## src/rtl/jt89_pkg.sv

```systemverilog
// JT89 PSG control package: shared widths, register-type and channel
// constants, and the 2 dB/step attenuation table.
package jt89_pkg;

    localparam int PERIOD_W = 10;
    localparam int SND_W    = 11;
    localparam int TERM_W   = 9;

    localparam logic TYPE_TONE = 1'b0;
    localparam logic TYPE_VOL  = 1'b1;

    localparam logic [1:0] CH_T0    = 2'd0;
    localparam logic [1:0] CH_T1    = 2'd1;
    localparam logic [1:0] CH_T2    = 2'd2;
    localparam logic [1:0] CH_NOISE = 2'd3;

    // Linear amplitude for each 4-bit attenuation code; code F is mute.
    function automatic logic [7:0] att(input logic [3:0] vol);
        logic [7:0] r;
        case (vol)
            4'h0:    r = 8'd255;
            4'h1:    r = 8'd203;
            4'h2:    r = 8'd161;
            4'h3:    r = 8'd128;
            4'h4:    r = 8'd102;
            4'h5:    r = 8'd81;
            4'h6:    r = 8'd64;
            4'h7:    r = 8'd51;
            4'h8:    r = 8'd40;
            4'h9:    r = 8'd32;
            4'hA:    r = 8'd26;
            4'hB:    r = 8'd20;
            4'hC:    r = 8'd16;
            4'hD:    r = 8'd13;
            4'hE:    r = 8'd10;
            default: r = 8'd0;
        endcase
        return r;
    endfunction

endpackage

```

## src/rtl/jt89_att_lut.sv

```systemverilog
// Shared attenuation lookup, one instance time-multiplexed over all slots.
// Ports: i_vol attenuation code in, o_att linear amplitude out.
module jt89_att_lut
    import jt89_pkg::*;
(
    input  logic [3:0] i_vol,
    output logic [7:0] o_att
);

    assign o_att = att(i_vol);

endmodule

```

## src/rtl/jt89_ctrl.sv

```systemverilog
// JT89 register front-end and 4-slot round-robin volume mixer.
// Ports: clk/rst, clk_en (slot advance), wr_n/din (CPU bus), ch_din
// (square levels), period0..2, noise_ctrl, noise_rst, snd/snd_vld.
module jt89_ctrl
    import jt89_pkg::*;
#(
    parameter bit NOISE_EN = 1'b1
) (
    input  logic                    clk,
    input  logic                    rst,
    input  logic                    clk_en,
    input  logic                    wr_n,
    input  logic [7:0]              din,
    input  logic [3:0]              ch_din,
    output logic [PERIOD_W-1:0]     period0,
    output logic [PERIOD_W-1:0]     period1,
    output logic [PERIOD_W-1:0]     period2,
    output logic [2:0]              noise_ctrl,
    output logic                    noise_rst,
    output logic signed [SND_W-1:0] snd,
    output logic                    snd_vld
);

    logic                    r_wr_n_q;
    logic [1:0]              r_lch;
    logic                    r_ltype;
    logic [3:0]              r_vol [4];
    logic [PERIOD_W-1:0]     r_period0;
    logic [PERIOD_W-1:0]     r_period1;
    logic [PERIOD_W-1:0]     r_period2;
    logic [2:0]              r_noise;
    logic                    r_nrst;
    logic [1:0]              r_slot;
    logic signed [SND_W-1:0] r_acc;
    logic signed [SND_W-1:0] r_snd;
    logic                    r_snd_vld;

    logic                     w_wr;
    logic                     w_latch;
    logic [1:0]               w_ch;
    logic                     w_type;
    logic [7:0]               w_att;
    logic signed [TERM_W-1:0] w_mag;
    logic signed [TERM_W-1:0] w_term;
    logic signed [SND_W-1:0]  w_term_x;
    logic signed [SND_W-1:0]  w_sum;

    // Falling edge of wr_n: a held-low strobe yields a single write.
    assign w_wr    = ~wr_n & r_wr_n_q;
    assign w_latch = din[7];
    // Latch bytes address themselves; data bytes reuse the latched target.
    assign w_ch    = w_latch ? din[6:5] : r_lch;
    assign w_type  = w_latch ? din[4]   : r_ltype;

    always_ff @(posedge clk or posedge rst) begin
        if (rst) begin
            r_wr_n_q  <= 1'b1;
            r_lch     <= CH_T0;
            r_ltype   <= TYPE_TONE;
            for (int i = 0; i < 4; i++) r_vol[i] <= 4'hF;
            r_period0 <= '0;
            r_period1 <= '0;
            r_period2 <= '0;
            r_noise   <= '0;
            r_nrst    <= 1'b0;
        end else begin
            r_wr_n_q <= wr_n;
            r_nrst   <= 1'b0;
            if (w_wr) begin
                if (w_latch) begin
                    r_lch   <= din[6:5];
                    r_ltype <= din[4];
                end
                if (w_type == TYPE_VOL) begin
                    r_vol[w_ch] <= din[3:0];
                end else if (w_ch == CH_NOISE) begin
                    r_noise <= din[2:0];
                    r_nrst  <= 1'b1;
                end else if (w_latch) begin
                    case (w_ch)
                        CH_T0:   r_period0[3:0] <= din[3:0];
                        CH_T1:   r_period1[3:0] <= din[3:0];
                        default: r_period2[3:0] <= din[3:0];
                    endcase
                end else begin
                    case (w_ch)
                        CH_T0:   r_period0[9:4] <= din[5:0];
                        CH_T1:   r_period1[9:4] <= din[5:0];
                        default: r_period2[9:4] <= din[5:0];
                    endcase
                end
            end
        end
    end

    jt89_att_lut u_lut (
        .i_vol (r_vol[r_slot]),
        .o_att (w_att)
    );

    assign w_mag = {1'b0, w_att};

    always_comb begin
        w_term = '0;
        if (!(r_slot == CH_NOISE && !NOISE_EN)) begin
            w_term = ch_din[r_slot] ? w_mag : -w_mag;
        end
    end

    assign w_term_x = {{(SND_W-TERM_W){w_term[TERM_W-1]}}, w_term};
    assign w_sum    = r_acc + w_term_x;

    always_ff @(posedge clk or posedge rst) begin
        if (rst) begin
            r_slot    <= CH_T0;
            r_acc     <= '0;
            r_snd     <= '0;
            r_snd_vld <= 1'b0;
        end else begin
            r_snd_vld <= 1'b0;
            if (clk_en) begin
                r_slot <= r_slot + 2'd1;
                if (r_slot == CH_NOISE) begin
                    r_snd     <= w_sum;
                    r_acc     <= '0;
                    r_snd_vld <= 1'b1;
                end else begin
                    r_acc <= w_sum;
                end
            end
        end
    end

    assign period0    = r_period0;
    assign period1    = r_period1;
    assign period2    = r_period2;
    assign noise_ctrl = r_noise;
    assign noise_rst  = r_nrst;
    assign snd        = r_snd;
    assign snd_vld    = r_snd_vld;

endmodule

```

## config.mk

```make
export PLATFORM = sky130hd
export DESIGN_NAME = jt89_ctrl
export DESIGN_NICKNAME = d
export VERILOG_FILES = /design/src/rtl/jt89_pkg.sv /design/src/rtl/jt89_att_lut.sv /design/src/rtl/jt89_ctrl.sv
export SDC_FILE = /design/constraint.sdc
export NUM_CORES = 1
export LEC_CHECK = 0
export ABC_CLOCK_PERIOD_IN_PS = 5250
export CAP_MARGIN = 20
export CORE_ASPECT_RATIO = 0.7
export CORE_MARGIN = 2
export CORE_UTILIZATION = 40
export DETAILED_ROUTE_END_ITERATION = 8
export HOLD_SLACK_MARGIN = 0.06
export PLACE_DENSITY = 0.73
export SLEW_MARGIN = 20
export SYNTH_ARGS = -nofsm -noshare
export SYNTH_HDL_FRONTEND = slang
export SYNTH_HIERARCHICAL = 1
export SYNTH_SLANG_ARGS = --single-unit
```

## constraint.sdc

```tcl
create_clock -name clk -period 5.25 [get_ports clk]
set_input_delay 0.525 -clock clk [delete_from_list [all_inputs] [get_ports clk]]
set_output_delay 0.525 -clock clk [all_outputs]
set_load 0.03 [all_outputs]
```

==> metrics <==
status complete, no violations; Root Driver clkbuf_16; Crit path arrival time 4.88 ns; post-synthesis sequential area ratio 47.84%; FMAX 214.6 MHz; Die Y-Extent 89.49 um; CP Cell Sequence mux4_1, inv_1, ha_1, and2_1, o31ai_1, inv_1, ha_1, mux2_2, inv_1, fa_1, nor2b_1, o2111ai_1, a211oi_1, a211o_1, nand3_1; Total GRT Usage 16.88%; Synth area leader dfrtp_1; antenna viol nets, final 0; clock net sink count 79; DRT Wirelength 8966 um; IO Port Bufs 61; H-tree levels 3; Avg Synthesized Cell Area 11.60 um2; Max-cap violations 0; Crit path required time 5.47 ns; synth unique cells 50; hpwl dp 6376 um; ys flop type dfrtp_1; Initial Util 40.79%; Vias 2925; largest cells by area after synthesis dfrtp_1 (37%), mux2_2 (15%), dfstp_2 (11%); Post-DP Area 0.004860 mm2; die area 0.01129 mm2; Post-Syn Instances 360; Crit. End Element flip-flop; Fin. Hold Viols 0; post-CTS setup buffers 0; Synthesized Nets 394; initial antenna violation count 0; final worst-path cycle share 88.74%; post-route insts no fill 554; critical path's slowest cell mux4_1; post-synth top area share 37.15%; row cnt 31; Skew-Pair Late Insertion Delay 0.34 ns; Seq cells post-synth 79; initial DRC count 183; fin nets 451; CTS Buf Count 9; GPL Wtd Cong 0.9123; Detailed Routing Iterations Pass 1 4; Synth Cell Area 0.004177 mm2; Area Overhead vs Synth 23.85%; die width 126.1 um; most frequent cell after synthesis dfrtp_1; Worst Path Max Fanout 8; IO Pins 62; Post-synth EDFFs 0; Clock Skews 0.007703 ns; Worst Hold Class input pin to async pin; pins over their slew limit 0; final instance area 0.005172 mm2; Max stage delay on crit path 0.75 ns; CTS clk-pin slew, worst paths 0.07 ns; CTS hold repair buffers 0; DRC 0; Max clock buf depth 2; share of cells above drive strength 1 22.99%; grt total ovfl 0; CTS resizes 0; relative slew slack 47.94%; placed insts 538; slew at the pin closest to its max-slew limit 0.7809 ns; Routed wire per std cell 16.18 um; Fin Setup TNS 0 ns; Ys Warns 6; final setup vio count 0; vias in the first global route 2918; most common library cells after synthesis dfrtp_1 (62), mux2_2 (56), nand2_1 (28); first-pass GRT wire length 14930 um; RSZ-0062 raised after global routing false; TritonCTS clock tree built; largest net degree at the start of global routing 64; asr flop ratio synth 100.0%; number of diodes 0; CP startpoint kind flip-flop; WS Path Type flip-flop to flip-flop; post-route minimum period 4.659 ns; Most common cell on crit path inv_1; Core Region 0.01024 mm2; Via density 5.280
path summary, 6_finish.rpt:
path                            startpoint    endpoint  slack (ns)  cells past startpoint
worst max-delay path             r_slot[0]   r_acc[10]        0.59                     15
worst min-delay path                   rst  period1[9]        0.45                      2
worst max register to register   r_slot[0]   r_acc[10]        0.59                     15
worst min register to register      snd[1]      snd[1]        0.48                      2
max in group asynchronous              rst  period2[0]        3.71                      3
min in group clk                    snd[1]      snd[1]        0.48                      2
stage by stage:
step | utilization, % | hold slack (ns) | setup WS (ns)
floorplan | - | 0.5025 | 1.212
global placement | 47.46 | 0.4646 | 0.8848
detailed placement | 47.46 | 0.4707 | 0.6244
CTS | 50.51 | 0.4593 | 0.6033
global route | 50.51 | 0.4839 | 0.2563
finish | 50.51 | 0.4540 | 0.5909
state kept, by name (all words and copies together), names as in the netlist, 2 cells and up:
register	cells
r_slot	2
noise_ctrl	3
r_acc	11
period0	10
period1	10
snd	11
r_vol	16
r_lch	2
period2	10
per-layer routing:
layer	track usage, %	vias up	wire [um]
met3	4.010	12	293
li1	-	1398	-
met1	23.05	1459	4359
met4	5.594	0	119
met5	0	-	0
met2	26.88	56	4194
kinds of logic (layout without fill, tap and decap cells):
logic type / Yosys count / after routing / synth area share, %
flip-flops: 79 / 79 / 47.84
XOR/XNOR: 13 / 13 / 2.726
adder cells (fa/ha/maj): 18 / 18 / 5.572
multiplexers: 68 / 68 / 19.95
AO/OA/AOI/OAI: 58 / 58 / 9.467
buffers and inverters: 36 / 98 / 4.194
AND/OR/NAND/NOR: 88 / 88 / 10.25
critical path: cells and delay by family (launching register included):
kind / cells / cell delay [ns]
compound gates: 4 / 1.42
fa+ha+maj: 3 / 0.97
buf+inv: 3 / 0.29
flops: 1 / 0.54
mux: 2 / 0.91
simple gates: 3 / 0.41
final cells by class:
cell class              instances  area, um2
flip-flops and latches         79       1998
repair buffers                 62      618.1
clock inverters                 7      87.58
well taps                     132      165.2
inverters                      20      75.07
clock buffers                   9      225.2
fillers                       909       5067
multi-input cells             245       2003
cells in the final DEF, fill, tap and decap left out, types with 2 or more instances in the layout:
cell type        instances
dfrtp_1                 62
clkdlybuf4s50_1         61
mux2_2                  56
nand2_1                 28
inv_1                   19
nor2_1                  18
ha_1                    17
dfstp_2                 17
o21ai_0                 13
nand3_1                 12
a21oi_1                  9
clkbuf_16                9
o22ai_1                  8
xor2_1                   7
a21o_1                   7
mux2i_1                  6
nor2b_1                  6
nor3_1                   6
xnor2_1                  6
nand2b_1                 5
nand3b_1                 4
mux4_1                   4
a211o_1                  4
o31ai_1                  3
clkinv_4                 3
a31oi_1                  2
nor3b_1                  2
o21a_1                   2
a211oi_1                 2
inv_8                    2
Power is left out: the tool's default activity adds up to more than one toggle a clock period on the data nets, which glitch-free logic cannot reach.
